`src/rtl/mx_se.sv`:
```
// mx_se: two-input operand mux (register bank vs. sign-extended immediate)
// with a combinational result, a zero flag, and a one-cycle registered copy.
//
// Ports:
//   clk      - clock, registers update on rising edge
//   rst_n    - synchronous active-low reset (clears out_q / sel_q only)
//   in_RB    - register-bank operand, selected when S_MXSE = 0
//   in_SE    - sign-extended immediate operand, selected when S_MXSE = 1
//   S_MXSE   - source select
//   out      - combinational mux result (valid during reset)
//   out_zero - combinational flag, high when out is all zeros
//   out_q    - out registered, one-cycle latency
//   sel_q    - S_MXSE registered, aligned with out_q
module mx_se #(
    parameter int unsigned WIDTH = 32
) (
    input  logic             clk,
    input  logic             rst_n,
    input  logic [WIDTH-1:0] in_RB,
    input  logic [WIDTH-1:0] in_SE,
    input  logic             S_MXSE,
    output logic [WIDTH-1:0] out,
    output logic             out_zero,
    output logic [WIDTH-1:0] out_q,
    output logic             sel_q
);

    // Operand select; an unknown select is left unresolved so X propagates.
    assign out      = S_MXSE ? in_SE : in_RB;
    assign out_zero = (out == '0);

    // Registered copy of the mux result and its select; reset wins over capture.
    always_ff @(posedge clk) begin
        if (!rst_n) begin
            out_q <= '0;
            sel_q <= 1'b0;
        end else begin
            out_q <= out;
            sel_q <= S_MXSE;
        end
    end

endmodule

```
`config.mk`:
```
export PLATFORM = sky130hd
export DESIGN_NAME = mx_se
export DESIGN_NICKNAME = d
export VERILOG_FILES = /design/src/rtl/mx_se.sv
export SDC_FILE = /design/constraint.sdc
export NUM_CORES = 1
export LEC_CHECK = 0
export BUFFER_PORTS_ARGS = -buffer_cell sky130_fd_sc_hd__buf_2
export CAP_MARGIN = 20
export CORE_MARGIN = 2
export CORE_UTILIZATION = 30
export CTS_CLUSTER_SIZE = 12
export DETAILED_ROUTE_END_ITERATION = 8
export GPL_ROUTABILITY_DRIVEN = 0
export PLACE_DENSITY = 0.68
export SETUP_SLACK_MARGIN = 0.3
export SYNTH_ARGS = -nofsm -noshare
export SYNTH_HDL_FRONTEND = slang
export SYNTH_SLANG_ARGS = --single-unit
```
`constraint.sdc`:
```
create_clock -name clk -period 2.2 [get_ports clk]
set_input_delay 0.44 -clock clk [delete_from_list [all_inputs] [get_ports clk]]
set_output_delay 0.44 -clock clk [all_outputs]
set_load 0.005 [all_outputs]
```
Yosys cells after proc, flatten, opt, wreduce, memory -nomap -nowiden:

Index checks and enable logic that the tools add are counted.

* output and inout port bits: 66
* input port bits: 67
* bits in registers: 33
* logic and storage cells: 4

* muxes and demuxes: 1
* reductions and logical operators: 1

Operators with widths (count)
* $logic_not 32->1: 1
* $mux 32: 1

Depth between registers and ports, before layout:

Gate-level depths: netlist of run 1.

* depth after elaboration: 2
* depth in mapped cells: 6

Worst setup path before layout of run 1:

No wires, ideal clock.

* kind: input -> output
* start: input S_MXSE
* end: output out_zero
* cell stages on the path: 4
* data arrival time: 1.340 ns
* path slack: 0.420 ns
* cells stage by stage: buf_6 or4_1 o22ai_1 and3_1

* cells in the longest elaborated chain, start to end: 2

Ends and longest elaborated chain
* start, declared: line 21 `input logic S_MXSE,`
* $mux 32: line 29 `assign out = S_MXSE ? in_SE : in_RB;`
* $logic_not 32->1: line 30 `assign out_zero = (out == '0);`
* end, declared: line 23 `output logic out_zero,`

No other way between the ends.

Worst setup path after layout of run 1:

* start: input in_RB[21]
* end: output out_zero

* cells in the longest elaborated chain, start to end: 2

Ends and longest elaborated chain
* start, declared: line 19 `input logic [WIDTH-1:0] in_RB,`
* $mux 32: line 29
* $logic_not 32->1: line 30

No other way between the ends.

==> results of run 1 <==
[cells in the mapped netlist]
| library cell | number |
|---|---|
| and2_1 | 33 |
| nor4b_2 | 1 |
| buf_2 | 2 |
| or4_1 | 1 |
| nor4_1 | 10 |
| buf_4 | 1 |
| mux2_2 | 32 |
| or4b_1 | 1 |
| nand4_1 | 2 |
| o22ai_1 | 2 |
| clkbuf_1 | 3 |
| and3_1 | 1 |
| nor3_1 | 2 |
| buf_6 | 1 |
| nor2_1 | 2 |
| nand3_1 | 2 |
| dfxtp_1 | 33 |
[power groups by stage]
stage	sequential (W)	clock [W]	combinational, W
3_3_place_gp	0.000658	0	0.000290
3_5_place_dp	0.000659	0	0.000292
6_report	0.000645	0.000423	0.000309
2_1_floorplan	0.000667	0	0.000115
4_1_cts	0.000645	0.000445	0.000309
5_1_grt	0.000648	0.000473	0.000339
[registers in the layout (all words and copies together), names as in the netlist]
register and count:
out_q 32, sel_q 1
[worst max-delay path by stage]
stage / startpoint / to / slack (ns)
CTS: in_RB[21] / out_zero / 0.23
global route: in_RB[21] / out_zero / 0.16
finish: in_RB[21] / out_zero / 0.26
detailed placement: S_MXSE / out_zero / 0.04
floorplan: S_MXSE / out_zero / 0.42
global placement: in_RB[22] / out_zero / 0.07
[critical path, stage by stage]
cell and delay [ns]:
buf_6 0.10, nor4_4 0.27, buf_4 0.14, nand4_1 0.10, o22ai_2 0.16, and3_1 0.17, buf_2 0.11
[metrics by stage]
step	setup WS, ns	instances	instance area, um^2	hold WS, ns	power [W]
6_report	0.261	321	2340	0.520	0.00138
5_1_grt	0.162	321	2340	0.524	0.00146
4_1_cts	0.229	321	2320	0.511	0.00140
3_5_place_dp	0.0416	313	2150	0.809	0.000951
2_1_floorplan	0.420	129	1420	0.562	0.000782
3_3_place_gp	0.0728	313	2150	0.802	0.000947
[per-layer routing]
layer	vias up	GRT usage [%]	part of all wire, %
met4	0	5.35	1.7
met1	683	17.7	41
met2	67	28.4	51
met3	7	5.52	7.2
met5	-	0	0
li1	730	-	-
[cell type report]
cell class / count / area [um^2] / area share, %
Sequential cell: 33 / 661 / 28.2
Tap cell: 54 / 67.6 / 2.88
Clock buffer: 8 / 80.1 / 3.42
Timing Repair Buffer: 137 / 731 / 31.2
Multi-Input combinational cell: 89 / 803 / 34.3
[kinds of logic after synthesis]
family                 share of synthesized area, %
AO/OA/AOI/OAI                                 0.880
multiplexers                                   25.4
flip-flops                                     46.5
buffers and inverters                          2.82
AND/OR/NAND/NOR                                24.5
[what timing repair did]
item / in CTS / in global routing
pin swaps: 6 / 0
hold endpoints to repair: 0 / 0
setup endpoints to repair: 13 / 2
gates resized for setup: 15 / 4
gates cloned: 0 / 0
==> summary.txt, run 1 <==
Clock network
  – CTS H-Tree Depth: 2
  – Clock Path Buffers: 2
  – CTS Buf Count: 5
  – Setup Fix Bufs, Post-CTS: 0
  – CTS tree: yes
  – Cts hold-fix bufs: 0
  – CTS Sinks: 33
  – Clk slew on worst S/H paths: roughly 0.060 ns
  – CTS root buf: clkbuf_8

Die
  – Die Span Y: 72.8 um
  – # IOs: roughly 130
  – Core ar.: between 0.004 and 0.005 mm^2
  – Die area: 0.00530 mm^2
  – Row count: 25
  – Starting Density: 30.7%
  – Die W: 72.8 um

Synth
  – Share of Yosys cell area claimed by the top area cell type: 46.5%
  – Synth Cell Area: about 0.0014 mm^2
  – Cells after synthesis: 129
  – Avg Inst Size Synth: approximately 11 um^2
  – Synth area leader: dfxtp_1
  – Syn nets: 196
  – Share of the yosys chip area belonging to registers: 46.5%
  – Top post-synthesis cells by area: dfxtp_1, mux2_2, and2_1, nor4_1, nor4b_2
  – Cell variety after synth: 17
  – Synth warn: 0
  – Register bit total from synthesis: 33

Worst setup path
  – WP data required: around 1.8 ns
  – CP max FO: 2
  – Critical path arrival: ~1.5 ns
  – Critical Path End Type: output port
  – Crit Path Class: input pin to output port
  – CP startpoint kind: input pin

Finish
  – Nets: ~330
  – Layout cell share with drive strength beyond 1: between 60% and 70%
  – Fill count: 476
  – Most frequent cells in the layout: buf_2, and2_1, dfxtp_1
  – Most common cell after layout, fill and taps aside: buf_2
  – Layout area overhead: 64.8%
  – ANT cells: 0
  – Util after Layout: between 50% and 60%

Route
  – WL/cell: about 14 um
  – # DRC: 0
  – DR vias: between 1,000 and 1,500
  – Vias/cell: between 4 and 5
  – Antenna Violating Nets Remaining: 0
  – Routed wire length: 4330 um
  – DRT iter0 DRCs: 27
  – Drt pass-1 iters: 3

GRT
  – Largest net degree at the start of global routing: 34
  – GRT Total Usage: 16.0%
  – Gr ovfl total: 0
  – Global-route wire length before repair: ~6500 um
  – Number of global-route vias before repair: roughly 1,400
  – Initial antenna violation count: 0

Power and ir drop
  – Sw frac: between 20% and 30%
  – VDD IR max: ~0.27 mV
  – Sequential share of power: between 40% and 50%
  – PwrDens: slightly below 600 mW/mm^2
  – Logic pwr share: 22.4%
  – Clock power share: 30.7%
  – Cell Int Power: between 0.001 and 0.0015 W
  – P_leak: ~1.1 nW
  – Sw Pwr: 0.000340 W

Timing
  – Fin. Hold Viols: 0
  – Measured slew at the worst slew-check pin: between 0.4 and 0.5 ns
  – Final setup viols: 0
  – Relative slew slack: 70.6%
  – Max Freq: 0.516 GHz
  – Fin crit period: 1.94 ns
  – Slew Limit Fails: 0
  – Setup TNS Final: 0 ns
  – Final period util: between 80% and 90%
  – Setup repair after global routing missed its margin: true

Hold path
  – HP Class: input pin to flop
  – Hold-critical path depth: 3
  – Hold path endpoint: out_q[21]
  – Hold Path Origin: in_RB[21]

Place
  – DP HPWL: approximately 3500 um
  – IO buf count: approximately 130

Outcome
  – Status: finished, final reports clean

Flow run
  – # Max-Cap Violations: 0
(Power assumes the default switching activity.)
==> run 2: changes to the inputs <==
ABC_AREA = 1   (was not set)
==> run 2 against run 1 <==
Sequential power barely moved; area after synthesis increased by 0.53%; first-iteration DRC count grew 7.4%; cell area is 9.1% higher; non-clock buffer count rose by 3; wire length is 19% higher; combinational power increased by 25%; sequential share of layout area is 2.4 points lower; count of clock-buffer cells in the layout fell by 1; maximum frequency is 3.1% higher; total power up 12%; synthesized cell count rose by 60%; largest power group unchanged.
==> summary.txt, run 2 <==
Die
  – Starting Density: 30.7% (-0.045 points)
  – Core ar.: 0.00466 mm^2 (+0.68%)
  – Die area: 0.00533 mm^2 (+0.51%)
  – Die Span Y: 73.0 um (+0.25%)
  – Row count: 25 (unchanged)
  – Die W: 73.0 um (+0.25%)
  – # IOs: 133 (unchanged)

Synth
  – Register bit total from synthesis: 33 (unchanged)
  – Synth area leader: dfxtp_1
  – Syn nets: 273 (+39%)
  – Number of synthesized flops with an enable pin: 0 (unchanged)
  – Dominant cell by count in the synthesized netlist: nand2_1
  – Top post-synthesis cells by area: dfxtp_1, nand2_1, a21oi_1, nand2_2, nor2_1
  – Cells after synthesis: 206 (+60%)
  – Synth Cell Area: 0.00143 mm^2 (+0.53%)
  – Share of the yosys chip area belonging to registers: 46.2% (-0.24 points)
  – Asr flop ratio synth: 0% (unchanged)
  – Cell variety after synth: 10 (-7)
  – Avg Inst Size Synth: 6.94 um^2 (-37%)
  – Synth Flop Type: dfxtp_1
  – Commonest cells post-synth: nand2_1, dfxtp_1, a21oi_1
  – Synth warn: 0 (unchanged)
  – Share of Yosys cell area claimed by the top area cell type: 46.2% (-0.24 points)

GRT
  – Initial antenna violation count: 0 (unchanged)
  – Number of global-route vias before repair: 1,634 (+16%)
  – Gr ovfl total: 0 (unchanged)
  – Largest net degree at the start of global routing: 33 (-2.9%)
  – Global-route wire length before repair: 7090 um (+9.3%)
  – GRT Total Usage: 17.4% (+1.4 points)

Timing
  – Final period util: 85.5% (-2.6 points)
  – Final setup viols: 0 (unchanged)
  – Measured slew at the worst slew-check pin: 0.494 ns (+0.0536 ns)
  – Slew Limit Fails: 0 (unchanged)
  – Relative slew slack: 67.0% (-3.6 points)
  – Setup TNS Final: 0 ns (unchanged)
  – Max Freq: 0.532 GHz (+3.1%)
  – Fin crit period: 1.88 ns (-0.0581 ns)
  – Fin. Hold Viols: 0 (unchanged)
  – Setup repair after global routing missed its margin: true

Route
  – Vias/cell: 4.60 (-0.80%)
  – DR vias: 1,829 (+23%)
  – DRT iter0 DRCs: 29 (+7.4%)
  – Antenna Violating Nets Remaining: 0 (unchanged)
  – Drt pass-1 iters: 4 (+1)
  – Routed wire length: 5170 um (+19%)
  – # DRC: 0 (unchanged)
  – WL/cell: 13.0 um (-3.7%)

Hold path
  – HP Class: input pin to flop

Finish
  – Register area: 661 um^2 (unchanged)
  – Most common cell after layout, fill and taps aside: buf_2
  – Layout cell share with drive strength beyond 1: 63.4% (-5.5 points)
  – Fill count: 497 (+4.4%)
  – Nets: 410 (+23%)
  – Area of the multi-input gates: 853 um^2 (+6.2%)
  – Biggest register: out_q
  – Most frequent cells in the layout: buf_2, nand2_2, nand2_1
  – Util after Layout: 54.8% (+4.3 points)
  – Top Registers: out_q x32, sel_q x1
  – Layout area overhead: 78.9%
  – ANT cells: 0 (unchanged)
  – Max reg flops: 32 (unchanged)

Place
  – DP HPWL: 3440 um (-0.46%)
  – IO buf count: 132 (unchanged)

Flow run
  – # Max-Cap Violations: 0 (unchanged)

Power and ir drop
  – Total Power: 0.00154 W (+12%)
  – PwrDens: 601 mW/mm^2 (+2.3%)
  – VDD IR max: 0.254 mV (-5.8%)
  – P_leak: 1.43 nW (+25%)

Clock network
  – CTS root buf: clkbuf_8
  – CTS Buf Count: 5 (unchanged)
  – Clock Path Buffers: 2 (unchanged)
  – CTS H-Tree Depth: 2 (unchanged)
  – CTS tree: yes
  – CTS Sinks: 33 (unchanged)
  – Clk slew on worst S/H paths: 0.07 ns (about the same)
  – Cts hold-fix bufs: 0 (unchanged)

Worst setup path
  – WP data required: 1.76 ns (about the same)
  – CP startpoint kind: input pin
  – Crit Path Class: input pin to output port
  – Critical path arrival: 1.44 ns (-0.06 ns)
  – CP max FO: 8 (+6)
  – Critical Path End Type: output port

Outcome
  – Status: finished, final reports clean
==> run 2: power breakdown <==
part,switching [W],internal (W)
sequential,0.00000805,0.000635
clock,0.000225,0.000283
combinational,0.000199,0.000186
total,0.000432,0.00110
==> run 2: path summary, 6_finish.rpt <==
kind,from,to,slack (ns),cells past startpoint
worst max-delay path,S_MXSE,out_zero,0.32,10
worst min-delay path,rst_n,sel_q,0.36,3
==> run 2: routing by layer <==
layer  vias to the layer above  routed length (um)  track usage [%]
met5                         -                   0                0
met4                         0                  69             6.79
met3                         7                 299             4.14
met2                        70                2710             30.8
met1                       829                2100             20.0
li1                        923                   -                -
==> run 2: metrics by stage <==
stage | std cells | worst slack, ns | area, um^2 | hold slack, ns
final | 398 | 0.319 | 2560 | 0.357
after global routing | 398 | 0.220 | 2560 | 0.379
after CTS | 395 | 0.301 | 2340 | 0.348
after detailed placement | 384 | 0.224 | 2130 | 0.651
after global placement | 384 | 0.249 | 2130 | 0.648
after floorplan | 206 | 0.512 | 1430 | 0.538
==> run 2: worst max-delay path, cell delays in order <==
cell and delay (ns):
buf_16 0.14, buf_16 0.16, nand2_2 0.07, nand2_2 0.06
nor2_1 0.08, nand2_1 0.06, nor2_1 0.12, nand2_1 0.07
nor2_1 0.09, buf_2 0.13
==> run 2: timing repair <==
action	4_1_cts	5_1_grt
resized for setup	12	60
cloned	3	1
buffers inserted	0	2
endpoints found under the setup margin	1	1
pin swaps	8	31
==> run 2: cell families (layout without fill, tap and decap cells) <==
kind of cell	Yosys count	after routing	synth area share, %
buffers and inverters	13	151	5.95
flip-flops	33	33	46.2
AO/OA/AOI/OAI	32	32	11.2
AND/OR/NAND/NOR	128	128	36.6
==> run 2: final cells by class <==
cell class | instances | area share [%]
Multi-Input combinational cell | 160 | 33.4
Inverter | 3 | 1.08
Tap cell | 54 | 2.64
Clock inverter | 1 | 0.196
Sequential cell | 33 | 25.8
Clock buffer | 7 | 3.77
Timing Repair Buffer | 140 | 33.1
